==> config.mk <==
export PLATFORM = sky130hd
export DESIGN_NAME = game_flow_ctrl_flat
export DESIGN_NICKNAME = d
export VERILOG_FILES = /design/src/rtl/game_flow_if.sv /design/src/rtl/game_flow_ctrl.sv /design/src/flat_wrapper.sv
export SDC_FILE = /design/constraint.sdc
export NUM_CORES = 1
export LEC_CHECK = 0
export CORE_MARGIN = 10
export CORE_UTILIZATION = 50
export CTS_BUF_LIST = sky130_fd_sc_hd__clkbuf_16
export DETAILED_ROUTE_END_ITERATION = 8
export PLACE_DENSITY_LB_ADDON = 0.25
export SYNTH_ARGS = -nofsm -noshare
export SYNTH_HDL_FRONTEND = slang
export SYNTH_SLANG_ARGS = --single-unit
==> constraint.sdc <==
create_clock -name clk_i -period 6.4 [get_ports clk_i]
set_input_delay 1.28 -clock clk_i [delete_from_list [all_inputs] [get_ports clk_i]]
set_output_delay 1.28 -clock clk_i [all_outputs]
set_load 0.02 [all_outputs]
==> src/rtl/game_flow_if.sv <==
// Operator-key inputs and scoreboard-facing outputs of the game sequencer.
// Handshake: every *_p input and score_we/buzzer are single-cycle strobes, no back-pressure.
interface game_flow_if;
   logic       start_p;
   logic       pause_p;
   logic       score_p;
   logic       team_sel;
   logic [1:0] pts;
   logic       poss_sw_p;
   logic [2:0] state;
   logic       poss;
   logic [6:0] game_clk;
   logic [4:0] shot_clk;
   logic [3:0] rest_clk;
   logic [1:0] quarter;
   logic       score_we;
   logic       score_team;
   logic [1:0] score_pts;
   logic       buzzer;

   modport master (
      output start_p, pause_p, score_p, team_sel, pts, poss_sw_p,
      input  state, poss, game_clk, shot_clk, rest_clk, quarter,
             score_we, score_team, score_pts, buzzer
   );

   modport slave (
      input  start_p, pause_p, score_p, team_sel, pts, poss_sw_p,
      output state, poss, game_clk, shot_clk, rest_clk, quarter,
             score_we, score_team, score_pts, buzzer
   );
endinterface

==> src/rtl/game_flow_ctrl.sv <==
// Basketball game sequencer: 1 s prescaler, quarter/break/shot clocks,
// possession and registered score-commit strobes.
module game_flow_ctrl #(
   parameter int COUNT_1S  = 12048193,
   parameter int QUARTER_S = 60,
   parameter int REST_S    = 10,
   parameter int SHOT_S    = 24,
   parameter int NUM_QTR   = 4
) (
   input  logic        clk_i,
   input  logic        rstn_i,
   game_flow_if.slave  bus
);
   typedef enum logic [2:0] {
      ST_IDLE  = 3'd0,
      ST_RUN   = 3'd1,
      ST_PAUSE = 3'd2,
      ST_BREAK = 3'd3,
      ST_FINAL = 3'd4
   } state_e;

   localparam int            PW       = (COUNT_1S > 1) ? $clog2(COUNT_1S) : 1;
   localparam logic [PW-1:0] PRE_LAST = PW'(COUNT_1S - 1);
   localparam logic [6:0]    GAME_RLD = 7'(QUARTER_S);
   localparam logic [4:0]    SHOT_RLD = 5'(SHOT_S);
   localparam logic [3:0]    REST_RLD = 4'(REST_S);
   localparam logic [1:0]    LAST_QTR = 2'(NUM_QTR - 1);

   state_e        state_q, state_d;
   logic [PW-1:0] pre_q, pre_d;
   logic          poss_q, poss_d;
   logic [6:0]    game_q, game_d;
   logic [4:0]    shot_q, shot_d;
   logic [3:0]    rest_q, rest_d;
   logic [1:0]    qtr_q, qtr_d;
   logic          we_q, we_d;
   logic          team_q, team_d;
   logic [1:0]    pts_q, pts_d;
   logic          buzz_q, buzz_d;
   logic          counting;
   logic          tick;
   logic          score_ok;

   always_comb begin
      state_d  = state_q;
      pre_d    = pre_q;
      poss_d   = poss_q;
      game_d   = game_q;
      shot_d   = shot_q;
      rest_d   = rest_q;
      qtr_d    = qtr_q;
      we_d     = 1'b0;
      team_d   = team_q;
      pts_d    = pts_q;
      buzz_d   = 1'b0;
      counting = (state_q == ST_RUN) || (state_q == ST_BREAK);
      tick     = counting && (pre_q == PRE_LAST);
      score_ok = bus.score_p && (bus.pts != 2'd0);

      if (counting) pre_d = tick ? '0 : pre_q + 1'b1;

      case (state_q)
         ST_IDLE: begin
            if (bus.start_p) begin
               state_d = ST_RUN;
               pre_d   = '0;
            end
         end
         ST_RUN, ST_PAUSE: begin
            if (state_q == ST_RUN && tick) begin
               game_d = game_q - 7'd1;
               // Quarter end outranks a coincident shot-clock violation.
               if (game_q == 7'd1) begin
                  buzz_d = 1'b1;
                  shot_d = SHOT_RLD;
                  if (qtr_q == LAST_QTR) begin
                     state_d = ST_FINAL;
                  end else begin
                     state_d = ST_BREAK;
                     rest_d  = REST_RLD;
                  end
               end else if (shot_q == 5'd1) begin
                  buzz_d = 1'b1;
                  poss_d = ~poss_q;
                  shot_d = SHOT_RLD;
               end else begin
                  shot_d = shot_q - 5'd1;
               end
            end
            // Operator reloads override whatever the tick did to poss/shot.
            if (score_ok) begin
               we_d   = 1'b1;
               team_d = bus.team_sel;
               pts_d  = bus.pts;
               poss_d = ~bus.team_sel;
               shot_d = SHOT_RLD;
            end else if (bus.poss_sw_p) begin
               poss_d = ~poss_q;
               shot_d = SHOT_RLD;
            end
            if (state_q == ST_RUN && bus.pause_p && state_d == ST_RUN) state_d = ST_PAUSE;
            if (state_q == ST_PAUSE && bus.start_p) state_d = ST_RUN;
         end
         ST_BREAK: begin
            if (tick) begin
               rest_d = rest_q - 4'd1;
               if (rest_q == 4'd1) begin
                  qtr_d   = qtr_q + 2'd1;
                  game_d  = GAME_RLD;
                  shot_d  = SHOT_RLD;
                  rest_d  = 4'd0;
                  poss_d  = ~qtr_q[0];
                  state_d = ST_RUN;
               end
            end
         end
         default: ;
      endcase
   end

   always_ff @(posedge clk_i or negedge rstn_i) begin
      if (!rstn_i) begin
         state_q <= ST_IDLE;
         pre_q   <= '0;
         poss_q  <= 1'b0;
         game_q  <= GAME_RLD;
         shot_q  <= SHOT_RLD;
         rest_q  <= 4'd0;
         qtr_q   <= 2'd0;
         we_q    <= 1'b0;
         team_q  <= 1'b0;
         pts_q   <= 2'd0;
         buzz_q  <= 1'b0;
      end else begin
         state_q <= state_d;
         pre_q   <= pre_d;
         poss_q  <= poss_d;
         game_q  <= game_d;
         shot_q  <= shot_d;
         rest_q  <= rest_d;
         qtr_q   <= qtr_d;
         we_q    <= we_d;
         team_q  <= team_d;
         pts_q   <= pts_d;
         buzz_q  <= buzz_d;
      end
   end

   assign bus.state      = state_q;
   assign bus.poss       = poss_q;
   assign bus.game_clk   = game_q;
   assign bus.shot_clk   = shot_q;
   assign bus.rest_clk   = rest_q;
   assign bus.quarter    = qtr_q;
   assign bus.score_we   = we_q;
   assign bus.score_team = team_q;
   assign bus.score_pts  = pts_q;
   assign bus.buzzer     = buzz_q;
endmodule
==> src/flat_wrapper.sv <==
// flat-port wrapper written by rule: the top's interface ports become plain ports
module game_flow_ctrl_flat 
#(
   parameter int COUNT_1S  = 12048193,
   parameter int QUARTER_S = 60,
   parameter int REST_S    = 10,
   parameter int SHOT_S    = 24,
   parameter int NUM_QTR   = 4
)
  (clk_i, rstn_i, bus_start_p, bus_pause_p, bus_score_p, bus_team_sel, bus_pts, bus_poss_sw_p, bus_state, bus_poss, bus_game_clk, bus_shot_clk, bus_rest_clk, bus_quarter, bus_score_we, bus_score_team, bus_score_pts, bus_buzzer);
  game_flow_if bus_i ();
  input  logic clk_i;
  input  logic rstn_i;
  input wire logic [$bits(bus_i.start_p)-1:0] bus_start_p;
  input wire logic [$bits(bus_i.pause_p)-1:0] bus_pause_p;
  input wire logic [$bits(bus_i.score_p)-1:0] bus_score_p;
  input wire logic [$bits(bus_i.team_sel)-1:0] bus_team_sel;
  input wire logic [$bits(bus_i.pts)-1:0] bus_pts;
  input wire logic [$bits(bus_i.poss_sw_p)-1:0] bus_poss_sw_p;
  output wire logic [$bits(bus_i.state)-1:0] bus_state;
  output wire logic [$bits(bus_i.poss)-1:0] bus_poss;
  output wire logic [$bits(bus_i.game_clk)-1:0] bus_game_clk;
  output wire logic [$bits(bus_i.shot_clk)-1:0] bus_shot_clk;
  output wire logic [$bits(bus_i.rest_clk)-1:0] bus_rest_clk;
  output wire logic [$bits(bus_i.quarter)-1:0] bus_quarter;
  output wire logic [$bits(bus_i.score_we)-1:0] bus_score_we;
  output wire logic [$bits(bus_i.score_team)-1:0] bus_score_team;
  output wire logic [$bits(bus_i.score_pts)-1:0] bus_score_pts;
  output wire logic [$bits(bus_i.buzzer)-1:0] bus_buzzer;
  assign bus_i.start_p = bus_start_p;
  assign bus_i.pause_p = bus_pause_p;
  assign bus_i.score_p = bus_score_p;
  assign bus_i.team_sel = bus_team_sel;
  assign bus_i.pts = bus_pts;
  assign bus_i.poss_sw_p = bus_poss_sw_p;
  assign bus_state = bus_i.state;
  assign bus_poss = bus_i.poss;
  assign bus_game_clk = bus_i.game_clk;
  assign bus_shot_clk = bus_i.shot_clk;
  assign bus_rest_clk = bus_i.rest_clk;
  assign bus_quarter = bus_i.quarter;
  assign bus_score_we = bus_i.score_we;
  assign bus_score_team = bus_i.score_team;
  assign bus_score_pts = bus_i.score_pts;
  assign bus_buzzer = bus_i.buzzer;
  game_flow_ctrl #(.COUNT_1S(COUNT_1S), .QUARTER_S(QUARTER_S), .REST_S(REST_S), .SHOT_S(SHOT_S), .NUM_QTR(NUM_QTR)) u_core (.clk_i(clk_i), .rstn_i(rstn_i), .bus(bus_i));
endmodule
; Yosys cells after proc, flatten, opt, wreduce, memory -nomap -nowiden
; Index checks and enable logic that the tools add are counted.
[totals]
output_inout_bits = 27
in_bits = 9
wordCells = 102
register_bits = 51
[classes]
n_reduce_logical = 19
n_addsub = 5
n_mux = 46
n_eq_ne = 18
bitwise = 3
[ops]
columns = cell, n
row1 = two-way mux 24 bit, 4
row2 = two-way mux 5 bit, 7
row3 = two-way mux 3 bit, 9
row4 = adder 24 x 1 -> 24 bit (second input constant), 1
row5 = equality test 24 bit (second input constant), 1
row6 = two-way mux 7 bit, 3
row7 = two-way mux 4 bit, 5
row8 = case mux 7 bit (2 select lines), 1
row9 = two-way mux 1 bit, 13
row10 = AND reduction 4 bit, 3
row11 = case mux 5 bit (2 select lines), 1
row12 = case mux 3 bit (3 select lines), 1
row13 = != test 4 x 2 -> 1 bit (second input constant), 2
row14 = case mux 4 bit (2 select lines), 1
row15 = equality test 7 x 1 -> 1 bit (second input constant), 1
row16 = subtractor 7 x 1 -> 7 bit (second input constant), 1
row17 = equality test 3 x 1 -> 1 bit (second input constant), 2
row18 = equality test 3 x 2 -> 1 bit (second input constant), 2
row19 = logical AND 1 bit, 6
row20 = != test 2 x 1 -> 1 bit (second input constant), 3
row21 = != test 2 bit (second input constant), 3
row22 = AND reduction 6 bit, 1
row23 = equality test 5 x 1 -> 1 bit (second input constant), 1
row24 = AND reduction 5 bit, 1
row25 = other kinds (15), 18

; Depth between registers and ports, before layout
[depth]
ltp_word = 11
mapped_depth = 10
ltp_nobuf = 7

; Worst setup path after synthesis
; OpenSTA, ideal clock, no wires.
[synth_path]
path_kind = register to register
start = reg u_core.pre_q[5]
end = reg u_core.state_q[1], in the netlist u_core.bus.state[1]
required_ps = 6279
setup_time_ps = 121
stages_incl_launch_ff = 7
setup_slack_ps = 3882
synth_period_minus_slack_ps = 2518
arrival_ps = 2397
n_path_buf = 1
path_cell_list = dfrtp_1 or4b_1 or4_1 buf_6 nor4_4 mux2_2 a22o_1
[synth_via]
elab_chain_cells = 10
elab_cells_between_ends = 12
classes_between = eq/ne: 3 / mux: 5 / reduce/logical: 4
[synth_rtl]
columns = item, line_no
row1 = start: declaration, game_flow_ctrl.sv:30  ; logic [PW-1:0] pre_q, pre_d;
row2 = start signal: assignment, game_flow_ctrl.sv:136  ; pre_q <= pre_d;
row3 = equality test 24 bit (*), game_flow_ctrl.sv:57  ; tick = counting && (pre_q == PRE_LAST);
row4 = logical AND 1 bit (*), game_flow_ctrl.sv:57
row5 = logical AND 1 bit, game_flow_ctrl.sv:70  ; if (state_q == ST_RUN && tick) begin
row6 = two-way mux 3 bit, game_flow_ctrl.sv:70
row7 = two-way mux 3 bit, game_flow_ctrl.sv:62  ; case (state_q)
row8 = equality test 3 x 1 -> 1 bit, game_flow_ctrl.sv:101  ; if (state_q == ST_RUN && bus.pause_p && state_d == ST_RUN) state_d = ST_PAUSE;
row9 = logical AND 1 bit, game_flow_ctrl.sv:101
row10 = two-way mux 3 bit, game_flow_ctrl.sv:101
row11 = two-way mux 3 bit, game_flow_ctrl.sv:102  ; if (state_q == ST_PAUSE && bus.start_p) state_d = ST_RUN;
row12 = case mux 3 bit (3 select lines), game_flow_ctrl.sv:62
row13 = end signal: assignment, game_flow_ctrl.sv:135  ; state_q <= state_d;
row14 = end: declaration, game_flow_ctrl.sv:29  ; state_e state_q, state_d;
; Mark *: on every way between the ends. The rest lies on a longest branch, timed or not. The select of a mux whose other input is x is not followed.
; A chain may end at the register's enable or synchronous reset.

; Worst setup path after layout
[layout_path]
start = reg u_core.state_q[1], in the netlist u_core.bus.state[1]
end = out bus_state[1]
[layout_lines]
columns = item, line_no
row1 = end: declaration, flat_wrapper.sv:20  ; output wire logic [$bits(bus_i.state)-1:0] bus_state;
; No word-level cell between the ends.

==> results.yml <==
run_status:
  status: "finished, final reports clean"
critical_path:
  critical-path-top-delay-family: "buffers and inverters"
  kind_of_end_point_of_the_critical_path: "output pin"
  crit_fanout: 15
  worst-endpoint-arrival_ps: 1680
  worst_path_largest_cell_delay_ps: 720
  worst-r2r-setup-slack_ps: 3450
  crit_chain: "clkdlybuf4s50_1"
  rr_endpoint: "u_core.pre_q[15]"
  crit_start: "u_core.bus.state[1]"
  critPathBufInv: 1
  crit_type: "flip-flop to output pin"
  critical_path.slowest_cell: "clkdlybuf4s50_1"
  critPathRequiredTime_ps: 5120
  worstSetupEndpoint: "bus_state[1]"
  critical_path.reg2reg.startpoint: "u_core.pre_q[5]"
  reg2regPathDepth: 5
  cp-start-kind: "flip-flop"
  total_number_of_cells_along_the_worst_setup_path: 1
power_and_ir_drop:
  sequentialPowerShare: 0.418
  power.clock.fraction: 0.244
  netSwitchingFraction: 0.3539
  power.combinational.fraction: 0.339
  switching_power_of_the_nets_mw: 0.3692
  total_leakage_power_nw: 1.469
  power.total_mw: 1.043
  power.density_nw_per_um2: 308.5
  cellInternalPower_mw: 0.6741
  vdd_drop_max_uv: 165.4
sta:
  timing_max_transition_violations_final: 0
  post-route-min-period_ps: 2964
  maxClockFrequency_ghz: 0.3373
  worstMarginPinSlew_ps: 1250
  final_min_period_over_clock_period: 0.4632
  slew_headroom: 0.1588
  fin_tns_setup_ps: 0
  final-setup-viol-count: 0
  grt_setup_unrepaired: "false"
  fin_hold_ws_ps: 514.1
  fin_skew_ps: 5.417
  final-hold-violation-count: 0
routing:
  routed_wl_um: 6267
  drc: 0
  wl_met2_um: 3150
  routedWlPerCell_um: 15.91
  detail-route-antenna-nets: 0
  wl_met1_um: 2759
  wl_met3_um: 283
  routed_via_density: 5.680
  routed.top_layer: "met4"
  drt_pre_antenna_iters: 4
  drt_iter0_drc: 93
  num_vias: 2238
flow_run:
  max-cap-violations: 0
cts:
  postCtsHoldBufs: 0
  cts.root.buffer_cell: "clkbuf_16"
  cts-htree-levels: 2
  cts.repair_timing.setup_buffer_count: 0
  clkTransAtPathRegs_ps: 70
  cts_made_buffers: 5
  clkLatencyLatePin_ps: 290
  clock_tree.buffer_depth: 2
  cts_num_sinks: 51
  tritoncts: "yes"
  cts_resized: 0
layout:
  final_net_count: 339
  fillers: 479
  layout-area-overhead-vs-synth_pct: 18.29
  utilization: 0.6104
  antennaDiodeCount: 0
  most_used_cells_in_the_layout_excluding_fill_and_tap_cells: "45 x dfrtp_1, 38 x nor2_1, 34 x clkdlybuf4s50_1"
  regArea_um2: 1284
  drive_gt1_frac: 0.1087
  combined_area_of_the_multi_input_logic_cells_um2: 1474
  layout_commonest_cell: "dfrtp_1"
synthesis:
  synth-adder-area-share: 0.03939
  seq_area_frac_synth: 0.4490
  yosys_warnings: 0
  multiplexer_area_fraction_after_synthesis: 0.03807
  mappedNetlistNets: 307
  synth_top_family_by_area: "simple AND/OR/NAND/NOR gates"
  synth_enable_flop_cells: 0
  netlist.top_cell.by_area: "dfrtp_1"
  synthesis.area_per_instance_um2: 9.893
  synth-simple-area-share: 0.2516
  synth-main-ff-cell: "dfrtp_1"
  synthesis.area_um2: 2859
  number_of_distinct_library_cells_after_synthesis: 57
  synth_xor_area_frac: 0.07659
  synth_area_leaders: "dfrtp_1 39%, dfstp_2 5.5%, xor2_1 5.5%"
  postSynthRegisterBits: 51
  area_share_of_the_largest_cell_type_after_synthesis: 0.3939
  synthCells: 289
  synth-compound-area-share: 0.1098
  share_of_flip_flops_with_an_asynchronous_set_or_reset: 1.000
floorplanning:
  initial_core_util: 0.5160
  total_number_of_placement_rows: 27
  io-pin-count: 36
  chipHeight_um: 95.62
  floorplan.die.width_um: 95.62
  floorplan.die_area_um2: 9142
  design.core.area_um2: 5540
placement:
  place_hpwl_um: 4594
  globalplace.congestion: 0.8143
  portBuffers: 35
grt:
  antenna_found_initial: 0
  grt-ovfl-total: 0
  grt_usage: 0.1477
  first_global_vias: 2238
  grt_max_degree: 52
  grt_first_pass_wirelength_um: 10830
worst_hold_path:
  holdCritPathClass: "flip-flop to flip-flop"
-- worst register-to-register path, stage by stage, from the launching register on --
cell      delay (ps)
dfrtp_1          420
or4b_1           520
or4_1            730
or3_1            620
nand2b_2         420
nor2_1           110
-- logic make-up (layout without fill, tap and decap cells) --
| group | Yosys count | in the layout |
|---|---|---|
| xor+xnor | 25 | 25 |
| flops | 51 | 51 |
| simple gates | 129 | 129 |
| fa+ha+maj | 9 | 9 |
| compound gates | 43 | 43 |
| buf+inv | 22 | 55 |
| mux | 10 | 10 |
-- final cells by class --
type                            count  area share
Multi-Input combinational cell    216      0.4358
Sequential cell                    51      0.3796
Timing Repair Buffer               36      0.1043
Clock buffer                        5     0.03700
Tap cell                           72     0.02664
Inverter                           11     0.01221
Clock inverter                      3    0.004440
-- cells in the mapped netlist (all sizes together), types with 2 or more instances --
master and count:
o21ai 11, o31ai 2, nor3b 3, o21bai 2
o21a 2, and3 7, nor3 8, a2bb2oi 2
or3 6, o221a 2, a21oi 5, inv 11
a22o 2, nand4b 3, ha 9, mux2i 3
nand3 13, or4 2, clkbuf 5, nand3b 3
nor2b 3, or2 4, nor2 39, nand4 6
buf 6, or4b 3, nand2b 3, mux2 7
xor2 18, o22a 4, dfstp 6, nor4 6
nand2 17, dfrtp 45, xnor2 7
-- worst min path at each step --
stage	start	slack (ps)	cells after the start	endpoint
after floorplan	u_core.pre_q[17]	500	2	u_core.pre_q[17]
after global placement	u_core.bus.score_team	490	1	u_core.bus.score_team
after detailed placement	u_core.bus.score_team	500	1	u_core.bus.score_team
after CTS	u_core.bus.score_team	520	1	u_core.bus.score_team
after global routing	u_core.bus.score_pts[1]	540	1	u_core.bus.score_pts[1]
final	u_core.bus.score_pts[1]	510	1	u_core.bus.score_pts[1]
-- power by group through the flow --
stage | Sequential (mW) | Combinational, mW | Clock (mW)
after floorplan | 0.452 | 0.217 | 0
after detailed placement | 0.441 | 0.358 | 0
after CTS | 0.435 | 0.359 | 0.263
after global routing | 0.445 | 0.390 | 0.276
final | 0.436 | 0.353 | 0.254
after global placement | 0.439 | 0.352 | 0
-- per-stage QoR --
step                cell area (um^2)  instances  setup slack (ps)
floorplan                       2859        289              3882
global placement                3242        386              3452
detailed placement              3242        386              3408
CTS                             3382        394              3423
global route                    3382        394              3326
finish                          3382        394              3436
-- registers in the layout, indices dropped and copies added, names as in the netlist --
name,cells
u_core.bus.buzzer,1
u_core.bus.game_clk,7
u_core.bus.poss,1
u_core.bus.quarter,2
u_core.bus.rest_clk,4
u_core.bus.score_pts,2
u_core.bus.score_team,1
u_core.bus.score_we,1
u_core.bus.shot_clk,5
u_core.bus.state,3
u_core.pre_q,24
-- layer usage --
layer | GRT usage | vias to the layer above
met2 | 0.2545 | 31
met3 | 0.03378 | 6
li1 | - | 1096
met5 | 0 | -
met1 | 0.1792 | 1105
met4 | 0.04423 | 0
(Power assumes the default switching activity.)
